File: config.mk
export PLATFORM = sky130hd
export DESIGN_NAME = frame_scheduler
export DESIGN_NICKNAME = d
export VERILOG_FILES = /design/src/rtl/frame_sched_pkg.sv /design/src/rtl/frame_scheduler_plot_mux.sv /design/src/rtl/frame_scheduler.sv
export SDC_FILE = /design/constraint.sdc
export NUM_CORES = 1
export LEC_CHECK = 0
export ABC_AREA = 0
export BUFFER_PORTS_ARGS = -buffer_cell sky130_fd_sc_hd__buf_2
export CORE_UTILIZATION = 28
export DETAILED_ROUTE_END_ITERATION = 8
export PLACE_DENSITY = 0.66
export SLEW_MARGIN = 20
export SYNTH_ARGS = -nofsm -noshare
export SYNTH_HDL_FRONTEND = slang
export SYNTH_SLANG_ARGS = --single-unit
File: constraint.sdc
create_clock -name clock -period 4.9 [get_ports clock]
set_clock_uncertainty 0.2 [all_clocks]
set_input_delay 0 -clock clock [delete_from_list [all_inputs] [get_ports clock]]
set_output_delay 0 -clock clock [all_outputs]
set_load 0.005 [all_outputs]
File: src/rtl/frame_sched_pkg.sv
// frame_sched_pkg: shared states, screen widths and scroll-limit helper for frame_scheduler.
package frame_sched_pkg;

    typedef enum logic [2:0] {
        IDLE,
        BG_START,
        BG_RUN,
        SPR_START,
        SPR_RUN,
        SCROLL
    } state_t;

    localparam int SCREEN_X_W         = 8;
    localparam int SCREEN_Y_W         = 7;
    localparam int TILEMAP_LENGTH_DEF = 100;
    localparam int SCREEN_TILES_DEF   = 20;
    localparam int MAX_OFFSET         = TILEMAP_LENGTH_DEF - SCREEN_TILES_DEF;

    function automatic int max_offset(input int tilemap_length, input int screen_tiles);
        return tilemap_length - screen_tiles;
    endfunction

endpackage

File: src/rtl/frame_scheduler_plot_mux.sv
// plot_mux: registered 2:1 pixel-stream selector; plot is gated low and x/y/colour hold
// whenever no source is enabled.
module plot_mux
    import frame_sched_pkg::*;
#(
    parameter int COLOR_DEPTH = 9
) (
    input  logic                   clock,
    input  logic                   resetn,
    input  logic                   i_en,
    input  logic                   i_sel,
    input  logic [SCREEN_X_W-1:0]  i_a_x,
    input  logic [SCREEN_Y_W-1:0]  i_a_y,
    input  logic [COLOR_DEPTH-1:0] i_a_color,
    input  logic                   i_a_plot,
    input  logic [SCREEN_X_W-1:0]  i_b_x,
    input  logic [SCREEN_Y_W-1:0]  i_b_y,
    input  logic [COLOR_DEPTH-1:0] i_b_color,
    input  logic                   i_b_plot,
    output logic [SCREEN_X_W-1:0]  o_x,
    output logic [SCREEN_Y_W-1:0]  o_y,
    output logic [COLOR_DEPTH-1:0] o_color,
    output logic                   o_plot
);

    logic [SCREEN_X_W-1:0]  r_x;
    logic [SCREEN_Y_W-1:0]  r_y;
    logic [COLOR_DEPTH-1:0] r_color;
    logic                   r_plot;

    always_ff @(posedge clock or negedge resetn) begin
        if (!resetn) begin
            r_x     <= '0;
            r_y     <= '0;
            r_color <= '0;
            r_plot  <= 1'b0;
        end else begin
            r_plot <= i_en && (i_sel ? i_b_plot : i_a_plot);
            if (i_en) begin
                r_x     <= i_sel ? i_b_x : i_a_x;
                r_y     <= i_sel ? i_b_y : i_a_y;
                r_color <= i_sel ? i_b_color : i_a_color;
            end
        end
    end

    assign o_x     = r_x;
    assign o_y     = r_y;
    assign o_color = r_color;
    assign o_plot  = r_plot;

endmodule

File: src/rtl/frame_scheduler.sv
// frame_scheduler: per-frame background/sprite render sequencer owning the VGA write port.
// Define SPRITE_PASS_EN to include the sprite pass; otherwise background only.
module frame_scheduler
    import frame_sched_pkg::*;
#(
    parameter int TILEMAP_LENGTH = TILEMAP_LENGTH_DEF,
    parameter int SCREEN_TILES   = SCREEN_TILES_DEF,
    parameter int COLOR_DEPTH    = 9,
    parameter int OFFSET_W       = 7
) (
    input  logic                   clock,
    input  logic                   resetn,
    input  logic                   frame_tick,
    input  logic                   scroll_left,
    input  logic                   scroll_right,
    output logic                   bg_enable,
    input  logic                   bg_done,
    input  logic [SCREEN_X_W-1:0]  bg_x,
    input  logic [SCREEN_Y_W-1:0]  bg_y,
    input  logic [COLOR_DEPTH-1:0] bg_color,
    input  logic                   bg_plot,
    output logic                   spr_start,
    input  logic                   spr_done,
    input  logic [SCREEN_X_W-1:0]  spr_x,
    input  logic [SCREEN_Y_W-1:0]  spr_y,
    input  logic [COLOR_DEPTH-1:0] spr_color,
    input  logic                   spr_plot,
    output logic [SCREEN_X_W-1:0]  vga_x,
    output logic [SCREEN_Y_W-1:0]  vga_y,
    output logic [COLOR_DEPTH-1:0] vga_color,
    output logic                   vga_plot,
    output logic [OFFSET_W-1:0]    x_offset,
    output logic                   busy,
    output logic                   frame_overrun
);

    localparam logic [OFFSET_W-1:0] OFFSET_MAX = OFFSET_W'(max_offset(TILEMAP_LENGTH, SCREEN_TILES));

    state_t              r_state;
    state_t              w_next;
    logic [OFFSET_W-1:0] r_x_offset;
    logic [OFFSET_W-1:0] w_x_next;
    logic                w_bg_sel;
    logic                w_spr_sel;

    always_ff @(posedge clock or negedge resetn) begin
        if (!resetn) begin
            r_state    <= IDLE;
            r_x_offset <= '0;
        end else begin
            r_state    <= w_next;
            r_x_offset <= w_x_next;
        end
    end

    always_comb begin
        w_next = r_state;
        case (r_state)
            IDLE:      if (frame_tick) w_next = BG_START;
            BG_START:  if (!bg_done) w_next = BG_RUN;
`ifdef SPRITE_PASS_EN
            BG_RUN:    if (bg_done) w_next = SPR_START;
            SPR_START: w_next = SPR_RUN;
            SPR_RUN:   if (spr_done) w_next = SCROLL;
`else
            BG_RUN:    if (bg_done) w_next = SCROLL;
`endif
            SCROLL:    w_next = IDLE;
            default:   w_next = IDLE;
        endcase
    end

    // Opposing requests cancel; both limits saturate rather than wrap.
    always_comb begin
        w_x_next = r_x_offset;
        if (r_state == SCROLL) begin
            if (scroll_right && !scroll_left && r_x_offset < OFFSET_MAX)
                w_x_next = r_x_offset + 1'b1;
            else if (scroll_left && !scroll_right && r_x_offset != '0)
                w_x_next = r_x_offset - 1'b1;
        end
    end

    assign w_bg_sel = (r_state == BG_START) || (r_state == BG_RUN);
`ifdef SPRITE_PASS_EN
    assign w_spr_sel = (r_state == SPR_START) || (r_state == SPR_RUN);
    assign spr_start = r_state == SPR_START;
`else
    logic w_unused_spr_done;
    assign w_unused_spr_done = spr_done;
    assign w_spr_sel = 1'b0;
    assign spr_start = 1'b0;
`endif

    assign bg_enable     = r_state == BG_START;
    assign busy          = r_state != IDLE;
    assign frame_overrun = frame_tick && busy;
    assign x_offset      = r_x_offset;

    plot_mux #(
        .COLOR_DEPTH(COLOR_DEPTH)
    ) u_plot_mux (
        .clock    (clock),
        .resetn   (resetn),
        .i_en     (w_bg_sel || w_spr_sel),
        .i_sel    (w_spr_sel),
        .i_a_x    (bg_x),
        .i_a_y    (bg_y),
        .i_a_color(bg_color),
        .i_a_plot (bg_plot),
        .i_b_x    (spr_x),
        .i_b_y    (spr_y),
        .i_b_color(spr_color),
        .i_b_plot (spr_plot),
        .o_x      (vga_x),
        .o_y      (vga_y),
        .o_color  (vga_color),
        .o_plot   (vga_plot)
    );

endmodule
==> results by stage, run 1 <==
Detailed routing:
- For this block, the routed nets add up to 3590 um of wire.
- The vias after detailed routing is 1272.
- For this run, design rule violations remaining after detail routing come to 0.
- The first TritonRoute pass finished after 4 iterations.
- The number of design-rule violations left by the first detailed-router iteration is 31.
- The routed length per instance is 12.2 um.
- The number of vias per cell after detailed routing is 4.33.
- The remaining antenna violation count is 0.

Power and ir drop:
- The proportion of total power due to net switching is approximately 32%.
- The share of total power in sequential cells is 34.1%.
- Per report_power, the clock group accounts for around a fifth of the total.
- Summed over all nets, the switching power comes to 0.498 mW.
- Power spread over the standard cell area amounts to 634 nW/um^2.
- The logic gate share of total power is between 40% and 50%.
- Internal power comes to 1.04 mW.
- Summed over all cells, the static leakage comes to 1.16 nW.
- IR analysis of the VDD net gives a maximum drop of between 400 and 500 uV.

Global routing:
- The number of global-route vias before repair is 1277.
- The overflow left after global routing is 0.
- The number of antenna violations at the first check in global routing is 0.
- The global-route usage over all layers is between 10% and 20%.
- The global-route wire length before repair is 5820 um.
- The maximum number of pins on one net before global-route repair is 36.

Logic synthesis:
- The average cell area after synthesis is between 10 and 15 sq um.
- The post-synth net total is between 150 and 200.
- The number of different library cells used by synthesis comes to 33.
- The cell count after synthesis is 125.
- The total of flip-flops plus latches after synthesis is 35.
- Summing the sequential cell areas from Yosys gives 53.6% of the chip area.
- The dominant synthesized flop cell is sky130_fd_sc_hd__dfrtp_1.
- The total number of yosys warnings is 0.
- The share of synthesized flip-flops with an asynchronous set or reset is 100%.
- The number of synthesized flops with an enable pin is 0.
- The mapped netlist covers 1630 sq um.

STA:
- Based on the critical path, the design can be clocked at up to 364 MHz.
- The max-slew violation count is 0.
- The hold violation total from the final report is 0.
- Setup repair after global routing left no endpoint under its margin.
- The setup violation total in the final timing report is 0.
- For the final routed database, the setup TNS stands at 0 ns.
- The final critical-path setup slack is 2.15 ns.
- The worst-case headroom to the max-slew limit is 47.7%.
- The share of the cycle needed by the critical path after routing is 56.0%.
- The time the worst path needs with I/O delays and setup is 2.75 ns.
- At the pin with the least slew margin, the transition time is 0.785 ns.

Worst setup path:
- The reg-to-reg startpoint is x_offset[4]$_DFFE_PN0P_.
- Walking the worst path, the cells encountered are o21ai_0 > nand3_1 > fa_1 > a211oi_1 > o21ai_0 > and3b_1 > o21ai_0 > xnor2_1.
- STA puts the critical path data required time at 4.91 ns.
- In this design, the critical path's most frequently occurring cell is sky130_fd_sc_hd__o21ai_0.
- The worst setup path startpoint is x_offset[4]$_DFFE_PN0P_.
- Data arrives at the worst endpoint at 2.75 ns.
- The critical path buffer and inverter count is 0.
- The delay contributed by the slowest stage of the critical path is about 0.58 ns.
- The kind of launch point of the worst setup path is a flop.
- The slowest stage of the critical path is the sky130_fd_sc_hd__fa_1 cell.
- The dominant delay contributor by cell family on the critical path is compound AO/OA/AOI/OAI gates.
- The largest fanout on the critical path is 9.
- The type of the worst setup path is flop to flop.
- The worst setup path is captured at a flop.

Cells and area:
- In the layout the commonest cells are sky130_fd_sc_hd__buf_2 (65), sky130_fd_sc_hd__dfrtp_1 (35), sky130_fd_sc_hd__dlygate4sd3_1 (28).
- The most frequent standard cell in the layout excluding fill and tap cells is sky130_fd_sc_hd__buf_2.
- The layout net count is 285.
- Cells with a size suffix above 1 make up 45.9% of the layout.
- The synthesis-to-layout area growth is 48.5%.
- The filler cells instantiated in the layout total around 530.
- The antenna diode count is 0.

Clock tree:
- The clock transition time at the flip-flop clock pins of the worst setup and hold paths is 0.07 ns.
- The number of sinks driven by the clock tree is 35.
- TritonCTS built the clock tree.
- In this run the deepest clock path goes through 2 buffers.
- The cell at the root of the clock tree is sky130_fd_sc_hd__clkbuf_8.
- The number of buffers inserted by hold repair at cts is 28.
- Once the clock tree was built, the resizer swapped 0 gates to a different size.
- The clock buffer count from CTS is 5.
- The clock insertion delay at the later pin of the skew report is 0.29 ns.
- The number of H-tree branching levels is 2.
- Once the clock tree was built, the setup fixing pass inserted 0 buffers.

Place:
- After legalization and detailed placement, the total HPWL measured 2300 um.
- The count of port buffers added during placement is 65.
- The post-placement setup slack is 2.17 ns.
- Routability-driven placement finished with a final weighted congestion of 0.751.

Die:
- The initial core utilization is ~29%.
- After floorplanning, the core was sized to cover 5570 sq um.
- During I/O placement, the number of pins put on the boundary was 93.
- The vertical extent of the die is 78.4 um.
- The cell row count is 27.
- In this run the horizontal extent of the chip is 78.4 um.
- The total die area is a little over 6000 sq um.

Worst hold path:
- The min-delay analysis places its worst path in the category primary input to flop.
- The startpoint identified for the worst hold timing path is scroll_right.

Run status:
- The run finished with clean final reports.

Job:
- The tool flagged a number of max-cap violations equal to 0.
## worst min-delay path, delay by kind of cell
family,cells,cell delay (ns)
buffers and inverters,1,0.08
AOI/OAI and AO/OA,3,0.40
## power groups by stage
stage	combinational, mW	sequential (mW)	clock (mW)
3_3_place_gp	0.679	0.521	0
5_1_grt	0.782	0.547	0.330
4_1_cts	0.712	0.524	0.321
2_1_floorplan	0.494	0.531	0
6_report	0.704	0.524	0.310
3_5_place_dp	0.694	0.529	0
## metal layers
| layer | vias to the layer above | GRT usage [%] | part of all wire [%] |
|---|---|---|---|
| met5 | - | 0 | 0 |
| met1 | 605 | 13.3 | 41 |
| li1 | 623 | - | - |
| met3 | 7 | 3.95 | 5.1 |
| met4 | 0 | 4.44 | 1.7 |
| met2 | 37 | 22.6 | 53 |
## sequential cells by signal, indices dropped and copies added, names as in the netlist
| name | flops |
|---|---|
| u_plot_mux.o_plot | 1 |
| u_plot_mux.o_x | 8 |
| r_state | 3 |
| u_plot_mux.o_y | 7 |
| u_plot_mux.o_color | 9 |
| x_offset | 7 |
## cell usage after synthesis (2+ instances only)
| master | count | area [sq um] |
|---|---|---|
| sky130_fd_sc_hd__o21ai_0 | 4 | 20.0 |
| sky130_fd_sc_hd__nor2_1 | 7 | 26.3 |
| sky130_fd_sc_hd__xnor2_1 | 6 | 52.6 |
| sky130_fd_sc_hd__buf_6 | 2 | 22.5 |
| sky130_fd_sc_hd__a21oi_1 | 5 | 25.0 |
| sky130_fd_sc_hd__nand2_1 | 3 | 11.3 |
| sky130_fd_sc_hd__nor3_1 | 3 | 15.0 |
| sky130_fd_sc_hd__and2_1 | 2 | 12.5 |
| sky130_fd_sc_hd__ha_1 | 6 | 75.1 |
| sky130_fd_sc_hd__mux2_2 | 27 | 304 |
| sky130_fd_sc_hd__dfrtp_1 | 35 | 876 |
| sky130_fd_sc_hd__inv_1 | 4 | 15.0 |
## cell type report
cell class	count	area (sq um)	area share, %
tap	72	90.1	3.71
clock inverter	2	60.1	2.47
multi-input combinational	82	708	29.2
timing repair buffer	93	606	24.9
inverter	4	15.0	0.619
clock buffer	6	72.6	2.99
sequential	35	876	36.1
## cell families (layout without fill, tap and decap cells)
family,count (synthesis),count (layout),share of synthesized area [%]
AOI/OAI and AO/OA,15,15,6.20
xor gates and xnor gates,7,7,3.75
adders and majority gates,7,7,5.82
buffers and inverters,8,105,3.06
DFF,35,35,53.6
muxes,29,29,19.9
other,1,1,0.229
and+or+nand+nor,23,23,7.43
## metrics by stage
step	cells	cell area, sq um	total power [mW]	hold slack (ns)	util, %
after floorplan	125	1630	1.02	-0.496	-
after global placement	258	2010	1.20	-0.0708	36.1
after detailed placement	258	2010	1.22	-0.0558	36.1
after CTS	294	2430	1.56	0.0334	43.5
after global routing	294	2430	1.66	0.0717	43.5
final	294	2430	1.54	0.0464	43.5
## final timing paths
| kind | slack (ns) | cells past startpoint | end |
|---|---|---|---|
| worst max-delay path | 2.15 | 8 | x_offset[6]$_DFFE_PN0P_ |
| worst min-delay path | 0.05 | 4 | x_offset[2]$_DFFE_PN0P_ |
| worst max register to register | 2.15 | 8 | x_offset[6]$_DFFE_PN0P_ |
| worst min register to register | 0.28 | 1 | u_plot_mux.o_color[5]$_DFFE_PN0N_ |
| max in group asynchronous | 3.87 | 2 | x_offset[5]$_DFFE_PN0P_ |
| min in group asynchronous | 0.13 | 2 | u_plot_mux.o_x[4]$_DFFE_PN0N_ |
Note: power is estimated with default switching activity, not from simulation.
==> run 2, diff against run 1 <==
Settings changed: PLACE_DENSITY 0.66 to 0.68.
Clock period 4.9 ns to 2.3 ns, I/O delays scaled along.
==> results by stage, run 2 (synthesized netlist as in run 1, its figures left out) <==
STA:
- The worst-case headroom to the max-slew limit is 47.4% (was 47.7%).
- The fmax is 456 MHz (was 364 MHz).
- The final critical-path setup slack is 0.105 ns (was 2.15 ns).
- The time the worst path needs with I/O delays and setup is 2.19 ns (was 2.75 ns).
- The hold violation total from the final report is 0 (unchanged).
- The slew at the pin closest to its max-slew limit is 0.788 ns (was 0.785 ns).
- The accumulated negative setup slack is 0 ns (unchanged).
- The setup violation total in the final timing report is 0 (unchanged).
- Unrepaired setup endpoints after global routing: yes (was no).
- The max-slew violation count came to 0 (unchanged).
- The share of the cycle needed by the critical path after routing came to 95.4% (was 56.0%).

Clock tree:
- The clock transition time at the flip-flop clock pins of the worst setup and hold paths is 0.07 ns (about the same).
- The cell at the root of the clock tree is sky130_fd_sc_hd__clkbuf_8 (unchanged).
- The number of H-tree branching levels came to 2 (unchanged).
- The clock buffer count from CTS is 5 (unchanged).
- The number of buffers on the longest clock path came to 2 (unchanged).
- The number of sinks driven by the clock tree came to 35 (unchanged).
- The setup fix buffers added after clock tree synthesis came to 0 (unchanged).
- The CTS tree is yes (unchanged).
- The clock insertion delay at the later pin of the skew report is 0.28 ns (was 0.29 ns).

Die:
- The total die area came to 6150 sq um (unchanged).
- The vertical extent of the die was 78.4 um (unchanged).
- The horizontal extent of the die is 78.4 um (unchanged).
- The cell row count came to 27 (unchanged).
- The initial core utilization is 29.3% (unchanged).
- The core area is 5570 sq um (unchanged).
- The number of top-level pins is 93 (unchanged).

Worst setup path:
- The endpoint arrival time on the critical path was 2.20 ns (was 2.75 ns).
- The data required time of the critical path is 2.31 ns (was 4.91 ns).
- The type of the worst setup path was flop to flop (unchanged).
- The dominant delay contributor by cell family on the critical path is simple AND/OR/NAND/NOR gates (was compound AO/OA/AOI/OAI gates).
- The setup slack of the worst register-to-register path is 0.11 ns (was 2.15 ns).
- The largest fanout on the critical path is 5 (was 9).
- The critical-path cell with the highest stage delay is sky130_fd_sc_hd__dfrtp_1 (was sky130_fd_sc_hd__fa_1).
- The worst setup path startpoint is x_offset[5]$_DFFE_PN0P_ (was x_offset[4]$_DFFE_PN0P_).
- The most frequent cell on the critical path is sky130_fd_sc_hd__o21ai_2 (was sky130_fd_sc_hd__o21ai_0).
- The kind of capture point of the worst setup path is a flop (unchanged).
- The depth of the most critical reg-to-reg path is 8 (unchanged).
- The reg-to-reg startpoint is x_offset[5]$_DFFE_PN0P_ (was x_offset[4]$_DFFE_PN0P_).
- The endpoint of the most critical register-to-register path is x_offset[6]$_DFFE_PN0P_ (unchanged).
- The delay contributed by the slowest stage of the critical path is 0.39 ns (was 0.58 ns).
- The cell depth of the worst setup path is 8 (unchanged).
- The kind of launch point of the worst setup path is a flop (unchanged).
- Cell Chain, Critical Path: o21ai_2 > nand3_2 > buf_6 > ha_1 > or2_2 > and3b_1 > o21ai_2 > xnor2_1 (was o21ai_0 > nand3_1 > fa_1 > a211oi_1 > o21ai_0 > and3b_1 > o21ai_0 > xnor2_1).
- The critical path buffer and inverter count came to 1 (was 0).
- The capture point of the critical path is x_offset[6]$_DFFE_PN0P_ (unchanged).

Cells and area:
- The fill cell total of the finished layout is 515 (was 527).
- The area taken by multi-input logic gates is 743 sq um (was 708 sq um).
- The total area of sequential cells is 876 sq um (unchanged).
- The flip-flop count of the largest register after layout was 9 (unchanged).
- The number of standard cells in the layout, taps in and fillers out is 304 (was 294).
- The layout cell share with drive strength beyond 1 is 51.3% (was 45.9%).
- The most frequent standard cell in the layout excluding fill and tap cells is sky130_fd_sc_hd__buf_2 (unchanged).
- The antenna diode count came to 0 (unchanged).
- The layout net count is 295 (was 285).
- Top library cells by usage in the layout, fill and taps aside: sky130_fd_sc_hd__buf_2 (65), sky130_fd_sc_hd__dfrtp_1 (35), sky130_fd_sc_hd__dlygate4sd3_1 (28) (unchanged).
- The synthesis-to-layout area growth is 55.5% (was 48.5%).

Global routing:
- The number of antenna violations at the first check in global routing was 0 (unchanged).
- The overflow left after global routing is 0 (unchanged).
- The maximum number of pins on one net before global-route repair was 36 (unchanged).
- The global-route wire length before repair is 5930 um (was 5820 um).
- The number of global-route vias before repair is 1417 (was 1277).
- The global-route usage over all layers was 12.5% (was 12.4%).

Detailed routing:
- The remaining antenna violation count is 0 (unchanged).
- The number of detailed-routing iterations run before antenna repair came to 4 (unchanged).
- The detailed-route wire length is 3640 um (was 3590 um).
- The vias after detailed routing is 1319 (was 1272).
- The number of vias per cell after detailed routing is 4.34 (was 4.33).
- The routed length per instance is 12.0 um (was 12.2 um).
- The number of remaining DRC errors was 0 (unchanged).
- The number of design-rule violations left by the first detailed-router iteration is 37 (was 31).

Power and ir drop:
- The internal power component is 2.32 mW (was 1.04 mW).
- The peak supply drop is 1180 uV (was 407 uV).
- The share of total power in sequential cells is 32.6% (was 34.1%).
- The logic gate share of total power is 48.3% (was 45.8%).
- The net switching power is 1.10 mW (was 0.498 mW).
- The leakage power is 1.22 nW (was 1.16 nW).
- The proportion of total power due to net switching is 32.2% (was 32.4%).
- The power density over the cells is 1340 nW/um^2 (was 634 nW/um^2).
- The clock share of power came to 19.1% (was 20.1%).

Place:
- The routability congestion estimate from global placement was 0.868 (was 0.751).
- The post-placement setup slack is -0.0104 ns (was 2.17 ns).
- The half-perimeter wire length of the detailed placement result is 2320 um (was 2300 um).
- The count of port buffers added during placement is 65 (unchanged).
- The number of instances in the placed design came to 268 (was 258).

Run status:
- Run status: finished clean (unchanged).

Job:
- The number of max-cap violations is 0 (unchanged).

Worst hold path:
- The type of the worst min-delay path is primary input to flop (unchanged).
- The hold path depth is 4 (unchanged).
[run 2: routing by layer]
layer	vias up	global-route usage (%)	share of wire, %
met4	0	4.44	0.85
li1	648	-	-
met2	36	23.4	54
met1	631	13.3	41
met3	4	3.60	4.5
met5	-	0	0
[run 2: power groups by stage]
stage          Sequential (mW)  Clock [mW]  Combinational, mW
2_1_floorplan             1.13           0               1.06
3_3_place_gp              1.10           0               1.55
3_5_place_dp              1.11           0               1.59
4_1_cts                   1.10       0.678               1.63
5_1_grt                   1.16       0.706               1.82
6_report                  1.11       0.651               1.65
[run 2: final cells by class]
| cell class | instances | area share (%) |
|---|---|---|
| clock buffer | 6 | 2.86 |
| clock inverter | 2 | 2.36 |
| inverter | 4 | 0.591 |
| multi-input combinational | 82 | 29.2 |
| sequential | 35 | 34.5 |
| tap | 72 | 3.55 |
| timing repair buffer | 103 | 26.9 |
[run 2: worst min-delay path by stage]
stage	start	endpoint	slack, ns
2_1_floorplan	resetn	r_state[0]$_DFFE_PN0P_	-0.50
3_3_place_gp	resetn	u_plot_mux.o_y[0]$_DFFE_PN0N_	-0.06
3_5_place_dp	resetn	u_plot_mux.o_y[1]$_DFFE_PN0N_	-0.07
4_1_cts	scroll_right	x_offset[2]$_DFFE_PN0P_	0.08
5_1_grt	scroll_right	x_offset[2]$_DFFE_PN0P_	0.12
6_report	scroll_right	x_offset[2]$_DFFE_PN0P_	0.09
[run 2: per-stage QoR]
stage | instance area, sq um | power (mW) | hold WS, ns | utilization (%)
after floorplan | 1640 | 2.19 | -0.496 | -
after global placement | 2100 | 2.65 | -0.0608 | 37.6
after detailed placement | 2100 | 2.71 | -0.0678 | 37.6
after CTS | 2510 | 3.42 | 0.0827 | 45.0
after global routing | 2540 | 3.68 | 0.118 | 45.6
final | 2540 | 3.41 | 0.0852 | 45.6
[run 2: timing repair]
action / CTS / global route
resized for setup: 1 / 8
hold buffers: 28 / 0
setup endpoints to repair: 2 / 3
pin swaps: 0 / 1
endpoints found under the hold margin: 63 / 0
[run 2: tightest hold or removal path: cells and delay by family]
kind | cells | cell delay (ns)
AO/OA/AOI/OAI | 3 | 0.42
buffers and inverters | 1 | 0.09
==> run 3, diff against run 2 <==
Settings changed: CORE_MARGIN set to 4.
==> results by stage, run 3 (synthesized netlist as in run 1, its figures left out) <==
Run status:
- Run status: finished clean (unchanged).

Place:
- The half-perimeter wire length of the detailed placement result is 2520 um (was 2320 um).
- The routability congestion estimate from global placement is 0.807 (was 0.868).
- The post-placement cell area was 2090 sq um (was 2100 sq um).
- The count of port buffers added during placement was 65 (unchanged).

STA:
- The share of the cycle needed by the critical path after routing was 94.3% (was 95.4%).
- The hold violation total from the final report is 0 (unchanged).
- The accumulated negative setup slack is 0 ns (unchanged).
- The worst-case headroom to the max-slew limit is 46.9% (was 47.4%).
- The final-layout worst hold slack came to 0.0775 ns (was 0.0852 ns).
- The slew at the pin closest to its max-slew limit is 0.797 ns (was 0.788 ns).
- The time the worst path needs with I/O delays and setup came to 2.17 ns (was 2.19 ns).
- The max-slew violation count was 0 (unchanged).
- The fmax is 461 MHz (was 456 MHz).
- The setup violation total in the final timing report was 0 (unchanged).

Cells and area:
- The most frequent standard cell in the layout excluding fill and tap cells was sky130_fd_sc_hd__buf_2 (unchanged).
- The layout cell share with drive strength beyond 1 came to 51.7% (was 51.3%).
- Top library cells by usage in the layout, fill and taps aside: sky130_fd_sc_hd__buf_2 (65), sky130_fd_sc_hd__dfrtp_1 (35), sky130_fd_sc_hd__dlygate4sd3_1 (28) (unchanged).
- The post-layout instance area is 2560 sq um (was 2540 sq um).
- The layout net count is 297 (was 295).
- The antenna diode count came to 0 (unchanged).
- The flip-flop count of the largest register after layout is 9 (unchanged).
- The synthesis-to-layout area growth was 56.5% (was 55.5%).

Die:
- The vertical extent of the die was 84.4 um (was 78.4 um).
- The cell row count is 27 (unchanged).
- The core area came to 5570 sq um (unchanged).
- The horizontal extent of the die is 84.4 um (was 78.4 um).
- The initial core utilization is 29.3% (unchanged).
- The total die area came to 7120 sq um (was 6150 sq um).
- The number of top-level pins is 93 (unchanged).

Global routing:
- The global-route met3 utilization is 3.93% (was 3.60%).
- The met1 demand-to-capacity share in global routing is 13.4% (was 13.3%).
- The overflow left after global routing was 0 (unchanged).
- The met2 usage in global routing is 19.8% (was 23.4%).
- The global-route wire length before repair is 6640 um (was 5930 um).
- The global-route usage over all layers is 11.5% (was 12.5%).
- The most crowded layer after global routing is met2 (unchanged).
- The maximum number of pins on one net before global-route repair is 36 (unchanged).
- The number of antenna violations at the first check in global routing is 0 (unchanged).
- The number of global-route vias before repair is 1392 (was 1417).

Detailed routing:
- The number of remaining DRC errors is 0 (unchanged).
- The vias after detailed routing was 1308 (was 1319).
- The remaining antenna violation count is 0 (unchanged).
- The detailed-route wire length came to 3770 um (was 3640 um).
- The number of detailed-routing iterations run before antenna repair is 4 (unchanged).
- The routed length per instance came to 12.3 um (was 12.0 um).
- The number of vias per cell after detailed routing is 4.27 (was 4.34).
- The number of design-rule violations left by the first detailed-router iteration is 12 (was 37).

Clock tree:
- The number of H-tree branching levels is 2 (unchanged).
- The CTS tree is yes (unchanged).
- The clock buffer count from CTS was 5 (unchanged).
- The number of sinks driven by the clock tree is 35 (unchanged).
- The clock insertion delay at the later pin of the skew report is 0.28 ns (about the same).
- The cell at the root of the clock tree was sky130_fd_sc_hd__clkbuf_8 (unchanged).
- The number of buffers on the longest clock path is 2 (unchanged).
- The clock transition time at the flip-flop clock pins of the worst setup and hold paths is 0.07 ns (about the same).

Worst setup path:
- The critical path buffer and inverter count is 1 (unchanged).
- The delay contributed by the slowest stage of the critical path is 0.38 ns (was 0.39 ns).
- The type of the worst setup path is flop to flop (unchanged).
- The data required time of the critical path is 2.27 ns (was 2.31 ns).
- The critical-path cell with the highest stage delay is sky130_fd_sc_hd__dfrtp_1 (unchanged).
- The worst setup path startpoint is x_offset[4]$_DFFE_PN0P_ (was x_offset[5]$_DFFE_PN0P_).
- The dominant delay contributor by cell family on the critical path is compound AO/OA/AOI/OAI gates (was simple AND/OR/NAND/NOR gates).
- The reg-to-reg startpoint is x_offset[4]$_DFFE_PN0P_ (was x_offset[5]$_DFFE_PN0P_).
- Cell Chain, Critical Path: o21ai_1 > nand3_2 > buf_6 > ha_4 > nand2_1 > o211ai_1 > a21oi_1 > xnor2_1 > mux2_2 (was o21ai_2 > nand3_2 > buf_6 > ha_1 > or2_2 > and3b_1 > o21ai_2 > xnor2_1).
- The endpoint arrival time on the critical path is 2.14 ns (was 2.20 ns).
- The largest fanout on the critical path came to 5 (unchanged).
- The kind of launch point of the worst setup path is a flop (unchanged).
- The kind of capture point of the worst setup path is a flop (unchanged).

Worst hold path:
- The type of the worst min-delay path is primary input to flop (unchanged).
- The startpoint of the worst hold path was scroll_right (unchanged).

Job:
- The number of max-cap violations was 0 (unchanged).

Power and ir drop:
- The peak supply drop came to 697 uV (was 1180 uV).
- The power density over the cells was 1340 nW/um^2 (about the same).
- The leakage power came to 1.23 nW (was 1.22 nW).
-- run 3: cell types whose count changed in the layout (fill, tap and decap cells not counted) --
cell | previous run | this run
sky130_fd_sc_hd__buf_4 | 9 | 11
sky130_fd_sc_hd__a211oi_1 | 1 | 0
sky130_fd_sc_hd__a211oi_2 | 0 | 1
sky130_fd_sc_hd__o21ai_1 | 1 | 2
sky130_fd_sc_hd__o21ai_2 | 2 | 1
-- run 3: layout make-up --
type	count	area, sq um
clock inverter	2	60.1
clock buffer	6	72.6
tap	72	90.1
inverter	4	15.0
timing repair buffer	105	699
fill	514	3020
sequential	35	876
multi-input combinational	82	744
-- run 3: metal layers --
metal | share of wire (%) | vias up
li1 | - | 648
met1 | 40 | 612
met2 | 51 | 41
met3 | 6.4 | 7
met4 | 1.7 | 0
met5 | 0 | -
-- run 3: repair_timing --
| item | 4_1_cts | 5_1_grt |
|---|---|---|
| gates resized for setup | 1 | 8 |
| buffers inserted | 0 | 3 |
| pin swaps | 1 | 3 |
| endpoints found under the hold margin | 63 | 0 |
| hold buffers | 28 | 0 |
| setup endpoints to repair | 2 | 2 |
-- run 3: stage by stage --
step | cells | power (mW) | util (%) | setup slack (ns)
finish | 306 | 3.43 | 45.9 | 0.131
global route | 306 | 3.71 | 45.9 | -0.00119
CTS | 303 | 3.45 | 44.9 | 0.0204
detailed placement | 267 | 2.72 | 37.5 | -0.00284
global placement | 267 | 2.66 | 37.5 | 0.00111
floorplan | 125 | 2.19 | - | 0.0179
-- run 3: path summary, 6_finish.rpt --
path                                                          end  cells past startpoint  slack (ns)
worst max-delay path                      x_offset[5]$_DFFE_PN0P_                      9        0.13
worst min-delay path                      x_offset[6]$_DFFE_PN0P_                      5        0.08
worst max register to register            x_offset[5]$_DFFE_PN0P_                      9        0.13
worst min register to register  u_plot_mux.o_color[5]$_DFFE_PN0N_                      1        0.28
max in group asynchronous       u_plot_mux.o_color[7]$_DFFE_PN0N_                      2        1.25
min in group asynchronous           u_plot_mux.o_y[0]$_DFFE_PN0N_                      2        0.15
-- run 3: report_power, final --
group          total, mW  switching [mW]  internal [mW]
Clock              0.658           0.225          0.433
Sequential          1.11           0.193          0.918
Combinational       1.66           0.691          0.971
Total               3.43            1.11           2.32
-- run 3: worst register-to-register path, delay by kind of cell, from the launching register on --
kind	cells	cell delay, ns
adder cells (fa/ha/maj)	1	0.27
buffers and inverters	1	0.17
AND/OR/NAND/NOR	2	0.20
multiplexers	1	0.26
flip-flops	1	0.38
AO/OA/AOI/OAI	3	0.45
XOR/XNOR	1	0.13
